[src/rtl/video_mem_arbiter.sv]
// Single-port video memory arbiter: the scanner has absolute priority, and the two
// clients are served round-robin during blanking. Commands are registered, and read
// data returns to its issuer through a one-entry owner tag.
module video_mem_arbiter #(
  parameter int ADDR_W = 12,
  parameter int DATA_W = 9
) (
  input  logic              clk_clk,
  input  logic              reset_reset,
  input  logic              display_active,
  input  logic              disp_req,
  input  logic [ADDR_W-1:0] disp_addr,
  output logic              disp_rvalid,
  input  logic              req0_valid,
  output logic              req0_ready,
  input  logic              req0_we,
  input  logic [ADDR_W-1:0] req0_addr,
  input  logic [DATA_W-1:0] req0_wdata,
  output logic              rsp0_valid,
  input  logic              req1_valid,
  output logic              req1_ready,
  input  logic              req1_we,
  input  logic [ADDR_W-1:0] req1_addr,
  input  logic [DATA_W-1:0] req1_wdata,
  output logic              rsp1_valid,
  output logic [DATA_W-1:0] rdata,
  output logic              mem_en,
  output logic              mem_we,
  output logic [ADDR_W-1:0] mem_addr,
  output logic [DATA_W-1:0] mem_wdata,
  input  logic [DATA_W-1:0] mem_rdata,
  output logic              stall_pulse,
  output logic [1:0]        dbg_state
);

  // Handshake: a client command transfers on a rising edge where reqN_valid and
  // reqN_ready are both high; the client holds its fields stable until then.
  typedef enum logic [1:0] {
    IDLE = 2'd0,
    SCAN = 2'd1,
    CLI0 = 2'd2,
    CLI1 = 2'd3
  } state_t;

  state_t            state_q, state_d;
  state_t            tag_own_q;
  logic              tag_vld_q;
  logic              last_gnt_q;
  logic              disp_act_q;
  logic              gnt0, gnt1;
  logic              cmd_we;
  logic [ADDR_W-1:0] cmd_addr;
  logic [DATA_W-1:0] cmd_wdata;

  always_comb begin
    gnt0    = 1'b0;
    gnt1    = 1'b0;
    state_d = IDLE;
    if (reset_reset) begin
      state_d = IDLE;
    end else if (disp_req) begin
      state_d = SCAN;
    end else if (!display_active) begin
      // last_gnt_q == 1 means client 1 was served last, so client 0 wins a tie
      if (req0_valid && (!req1_valid || last_gnt_q)) begin
        gnt0    = 1'b1;
        state_d = CLI0;
      end else if (req1_valid) begin
        gnt1    = 1'b1;
        state_d = CLI1;
      end
    end
  end

  assign req0_ready = gnt0;
  assign req1_ready = gnt1;
  assign dbg_state  = state_q;

  always_comb begin
    cmd_we    = 1'b0;
    cmd_addr  = '0;
    cmd_wdata = '0;
    case (state_d)
      SCAN: cmd_addr = disp_addr;
      CLI0: begin
        cmd_we    = req0_we;
        cmd_addr  = req0_addr;
        cmd_wdata = req0_wdata;
      end
      CLI1: begin
        cmd_we    = req1_we;
        cmd_addr  = req1_addr;
        cmd_wdata = req1_wdata;
      end
      default: ;
    endcase
  end

  always_ff @(posedge clk_clk) begin
    if (reset_reset) begin
      state_q     <= IDLE;
      last_gnt_q  <= 1'b1;
      mem_en      <= 1'b0;
      mem_we      <= 1'b0;
      mem_addr    <= '0;
      mem_wdata   <= '0;
      tag_vld_q   <= 1'b0;
      tag_own_q   <= IDLE;
      rdata       <= '0;
      disp_rvalid <= 1'b0;
      rsp0_valid  <= 1'b0;
      rsp1_valid  <= 1'b0;
      disp_act_q  <= 1'b0;
      stall_pulse <= 1'b0;
    end else begin
      state_q <= state_d;
      mem_en  <= (state_d != IDLE);
      mem_we  <= cmd_we;
      if (state_d != IDLE) begin
        mem_addr  <= cmd_addr;
        mem_wdata <= cmd_wdata;
      end
      if (gnt0) last_gnt_q <= 1'b0;
      else if (gnt1) last_gnt_q <= 1'b1;

      // Owner tag travels alongside the read command; the data comes back one cycle later
      tag_vld_q   <= (state_d != IDLE) && !cmd_we;
      tag_own_q   <= state_d;
      disp_rvalid <= tag_vld_q && (tag_own_q == SCAN);
      rsp0_valid  <= tag_vld_q && (tag_own_q == CLI0);
      rsp1_valid  <= tag_vld_q && (tag_own_q == CLI1);
      if (tag_vld_q) rdata <= mem_rdata;

      disp_act_q  <= display_active;
      stall_pulse <= display_active && !disp_act_q && (req0_valid || req1_valid);
    end
  end

endmodule

[config.mk]
export PLATFORM = sky130hd
export DESIGN_NAME = video_mem_arbiter
export DESIGN_NICKNAME = d
export VERILOG_FILES = /design/src/rtl/video_mem_arbiter.sv
export SDC_FILE = /design/constraint.sdc
export NUM_CORES = 1
export LEC_CHECK = 0
export CAP_MARGIN = 20
export CORE_MARGIN = 2
export CORE_UTILIZATION = 33
export DETAILED_ROUTE_END_ITERATION = 12
export GPL_TIMING_DRIVEN = 0
export HOLD_SLACK_MARGIN = 0.08
export PLACE_DENSITY = 0.8
export SLEW_MARGIN = 40
export SYNTH_ARGS = -nofsm -noshare
export SYNTH_HDL_FRONTEND = slang
export SYNTH_SLANG_ARGS = --single-unit
export TNS_END_PERCENT = 100
[constraint.sdc]
create_clock -name clk_clk -period 1.4 [get_ports clk_clk]
set_input_delay 0.28 -clock clk_clk [delete_from_list [all_inputs] [get_ports clk_clk]]
set_output_delay 0.28 -clock clk_clk [all_outputs]
set_load 0.005 [all_outputs]
# After elaboration in Yosys (flattened, before gate mapping)
# Cells that the tools add are included.
# classes
n_lt_le_gt_ge,0
add_sub_neg,0
mul,0
eq_ne,6
muxes,19
n_shift,0
n_div,0
bitwise,0
reduce_logical,14
# op_table
cell,n
case mux 12 bit (3 select lines),1
case mux 9 bit (2 select lines),1
2-to-1 mux 1 bit,11
2-to-1 mux 2 bit,5
"== test 2 bit, second input constant",4
logical AND 1 bit,7
"== test 2 x 1 -> 1 bit, second input constant",2
nonzero test 2 bit,2
zero test 1 bit,3
logical OR 1 bit,2
case mux 1 bit (2 select lines),1
# word_totals
ff_bits,41
ram_bits,0
out_inout_bits,40
elab_cells,52
latchBits,0
input_bits,71
mem_count,0
rom_bits,0

# Logic depth before layout (Yosys ltp)
# depth
depth_word,11
depth_mapped,7
mapped_depth_nobuf,5

# Worst setup path before layout
# OpenSTA, ideal clock, no wires.
# synth_path
path_kind,in2reg
from,in reset_reset
to,reg mem_wdata[3]
slack_ps,-136
setup_time_ps,86
n_path_buf,3
arrival_time_ps,1449
required_time_ps,1314
cell_stages,7
path_cell_list,buf_2 or4_4 buf_6 inv_6 buf_12 nand2_1 a221oi_2
# synth_via
elab_chain_cells,3
word_cells_on_any_way,5
cone_classes,2 x eq/ne; 2 x mux; 1 x reduce/logical
# synth_rtl
element,line,text
"start, declared",9,"input logic reset_reset,"
2-to-1 mux 2 bit,59,if (reset_reset) begin
== test 2 bit,83,case (state_d)
case mux 9 bit (2 select lines),83,
"end signal, assigned",121,mem_wdata <= cmd_wdata;
"end, declared",30,"output logic [DATA_W-1:0] mem_wdata,"
# Parallel ways exist; a longest one is shown, timed or not.
# A chain may end at the register's enable or synchronous reset.

# Worst setup path after layout
# layout_path
from,reg last_gnt_q
to,out req0_ready
# layout_via
elab_chain_cells,6
# layout_rtl
element,line,text
"start, declared",48,logic last_gnt_q;
"start signal, assigned",102,last_gnt_q <= 1'b1;
"start signal, assigned",123,if (gnt0) last_gnt_q <= 1'b0;
"start signal, assigned",124,else if (gnt1) last_gnt_q <= 1'b1;
logical OR 1 bit,65,if (req0_valid && (!req1_valid || last_gnt_q)) begin
logical AND 1 bit,65,
2-to-1 mux 1 bit,65,
2-to-1 mux 1 bit,63,end else if (!display_active) begin
2-to-1 mux 1 bit,61,end else if (disp_req) begin
2-to-1 mux 1 bit,59,
"end, declared",15,"output logic req0_ready,"
# Every way passes these cells.

==> flow_metrics.env <==
export IMPL_max_vdd_ir_drop_mv=0.635
export IMPL_dieArea_um2=5860
export IMPL_grt_pass1_vias=1927
export IMPL_antenna_cells=0
export IMPL_die_h_um=76.6
export IMPL_detail_route_wl_per_cell_um=16.0
export IMPL_min_from="reset_reset"
export IMPL_viasPerCell=4.98
export IMPL_hold_depth=2
export IMPL_syn_nets=253
export IMPL_r2r_end="mem_wdata[1]"
export IMPL_clk_latency_ns=0.29
export IMPL_cts_tree="built"
export IMPL_utilization=0.627
export IMPL_slew_viol_final=0
export IMPL_critPathArrivalTime_ns=1.24
export IMPL_clock_sinks=41
export IMPL_dpl_hpwl_um=4360
export IMPL_fin_ws_ns=-0.119
export IMPL_netlist_area_um2=1740
export IMPL_rsz0062_at_grt="yes"
export IMPL_cp_slowest_cell="dfxtp_4"
export IMPL_grt_max_degree=13
export IMPL_r2r_cells=6
export IMPL_slew_headroom=0.547
export IMPL_total_power_mw=2.67
export IMPL_whs_endpoint="rsp0_valid"
export IMPL_grt_pass1_wl_um=9700
export IMPL_crit_type="register to output pin"
export IMPL_crit_path_max_fanout=3
export IMPL_io_buffers=108
export IMPL_rows=26
export IMPL_p_leak_nw=1.42
export IMPL_dp_cells=360
export IMPL_cts_buffers=5
export IMPL_drt_iter0_drc=65
export IMPL_start_util=0.340
export IMPL_whs_ns=0.196
export IMPL_clk_pin_slew_ns=0.08
export IMPL_synthCells=182
export IMPL_layout_min_cycle_time_ns=1.52
export IMPL_gr_total_overflow=0
export IMPL_synth_top_area_cell="dfxtp_1"
export IMPL_via_count=1873
export IMPL_yosysWarnings=0
export IMPL_hold_viol_final=0
export IMPL_grtUsageTotal=0.212
export IMPL_nets=377
export IMPL_first_pass_iters=4
export IMPL_yosysTopAreaCellShare=0.472
export IMPL_violations="negative setup slack"
export IMPL_area_growth_pct=84.2
export IMPL_cp_slowest_stage_delay_ns=0.37
export IMPL_ys_seq_area_frac=0.472
export IMPL_root_buffer="clkbuf_8"
export IMPL_clock_fmax_mhz=658
export IMPL_reg2reg_from="last_gnt_q"
export IMPL_drc=0
export IMPL_synthArstFlopShare=0
export IMPL_postRouteWirelength_um=6030
export IMPL_drtAntennaViolNets=0
export IMPL_cp_cell_sequence="nor2b_4 -> and3b_2 -> buf_8 -> buf_6"
export IMPL_r2r_slack_ns=-0.06
export IMPL_yosys_top_cells_area="dfxtp_1 47%, nor2_1 5.6%, mux2i_1 5.2%"
export IMPL_synth_edff_count=0
export IMPL_ios=111
export IMPL_crit_family="flip-flops"
export IMPL_mostFrequentLayoutCells="66 x clkdlybuf4s50_1, 33 x dlygate4sd2_1, 32 x dfxtp_1, 25 x nor2_1, 11 x buf_4"
export IMPL_synth_flop_cell="dfxtp_1"
export IMPL_fin_worst_skew_ns=0.00443
export IMPL_finalCritPeriodShare=1.09
export IMPL_die_w_um=76.6
export IMPL_gp_congestion=0.776
export IMPL_antenna_found_initial=0
export IMPL_min_path_type="input port to register"
export IMPL_tightest_slew_ns=0.679
export IMPL_htree_num_levels=2
export IMPL_crit_required_ns=1.12
export IMPL_avgSynthCellArea_um2=9.55
export IMPL_ys_seq_elements=41
export IMPL_synth_distinct_cells=36
export IMPL_drv_cap=0
export IMPL_cp_start_kind="register"
export IMPL_cts_buffer_depth=2
export IMPL_p_per_area_nw_per_um2=834
export IMPL_critPathCaptureType="output pin"
export IMPL_drive_gt1_frac=0.232
export IMPL_design_core_area_um2=5110
export IMPL_path_buf_inv=2
export IMPL_outcome="finished with violations"
export IMPL_mostFrequentLayoutCell="clkdlybuf4s50_1"
export IMPL_setup_violations=9
export IMPL_final_cells=376
[synthesized netlist by cell type, types with 2 or more instances]
| library cell | count |
|---|---|
| a221oi_2 | 5 |
| nand2_1 | 3 |
| a22oi_1 | 10 |
| o21ai_0 | 11 |
| dfxtp_1 | 41 |
| buf_2 | 6 |
| buf_6 | 2 |
| mux2i_1 | 9 |
| nor2_1 | 26 |
| a222oi_1 | 5 |
| clkbuf_1 | 6 |
| a211oi_1 | 7 |
| nor3_1 | 8 |
| nor4bb_1 | 2 |
| a21oi_1 | 4 |
| nand2_2 | 3 |
| inv_1 | 6 |
| nand2b_1 | 5 |
| o21ai_1 | 4 |
| nor2b_1 | 3 |
[registers in the layout, summed over array words and instances, names as in the netlist]
| signal | flops |
|---|---|
| mem_en | 1 |
| tag_vld_q | 1 |
| mem_wdata | 9 |
| disp_act_q | 1 |
| rdata | 9 |
| mem_addr | 12 |
| stall_pulse | 1 |
| rsp1_valid | 1 |
| last_gnt_q | 1 |
| mem_we | 1 |
| tag_own_q | 2 |
| rsp0_valid | 1 |
| disp_rvalid | 1 |
[worst max path at each step]
stage	startpoint	slack (ns)	endpoint	cells past startpoint
3_3_place_gp	disp_req	-1.19	req1_ready	7
2_1_floorplan	display_active	-0.13	mem_wdata[3]	7
4_1_cts	last_gnt_q	-0.16	req0_ready	5
3_5_place_dp	disp_req	-1.21	req1_ready	7
5_1_grt	last_gnt_q	-0.16	req0_ready	4
6_report	last_gnt_q	-0.12	req0_ready	4
[metal layers]
| metal | GRT usage | part of all wire |
|---|---|---|
| met1 | 0.237 | 0.39 |
| met2 | 0.385 | 0.53 |
| met3 | 0.0616 | 0.054 |
| met4 | 0.0709 | 0.023 |
| met5 | 0 | 0 |
[through the flow]
stage               worst slack [ns]  area (um2)  TNS [ns]
global placement               -1.19        2920    -19.13
detailed placement             -1.21        2920    -20.18
floorplan                     -0.127        1760    -0.587
finish                        -0.119        3200    -0.385
CTS                           -0.158        3130    -0.813
global route                  -0.159        3200     -1.13
[power breakdown]
group          switching, mW  total (mW)  internal, mW
clock network          0.401       0.791         0.390
logic                  0.229       0.605         0.376
registers             0.0350        1.28          1.24
[cell families after synthesis]
group                  count (synthesis)  synth area share
AND/OR/NAND/NOR                       56             0.166
AO/OA/AOI/OAI                         52             0.230
flip-flops                            41             0.472
buffers and inverters                 24            0.0792
multiplexers                           9            0.0518
[repair_timing]
| item | 4_1_cts | 5_1_grt |
|---|---|---|
| setup endpoints to repair | 61 | 31 |
| setup buffers | 10 | 1 |
| pin swaps | 13 | 10 |
| hold buffers | 0 | 0 |
| gates resized for setup | 84 | 28 |
| gates cloned | 0 | 2 |
[layout make-up]
class	instances	area (um2)
inverter	7	31.3
fill	451	1910
sequential	41	835
timing repair buffer	121	1160
multi-input combinational	117	870
clock inverter	1	7.51
buffer	13	126
tap	70	87.6
clock buffer	6	82.6
No activity file was read; power rests on OpenSTA's default activity.
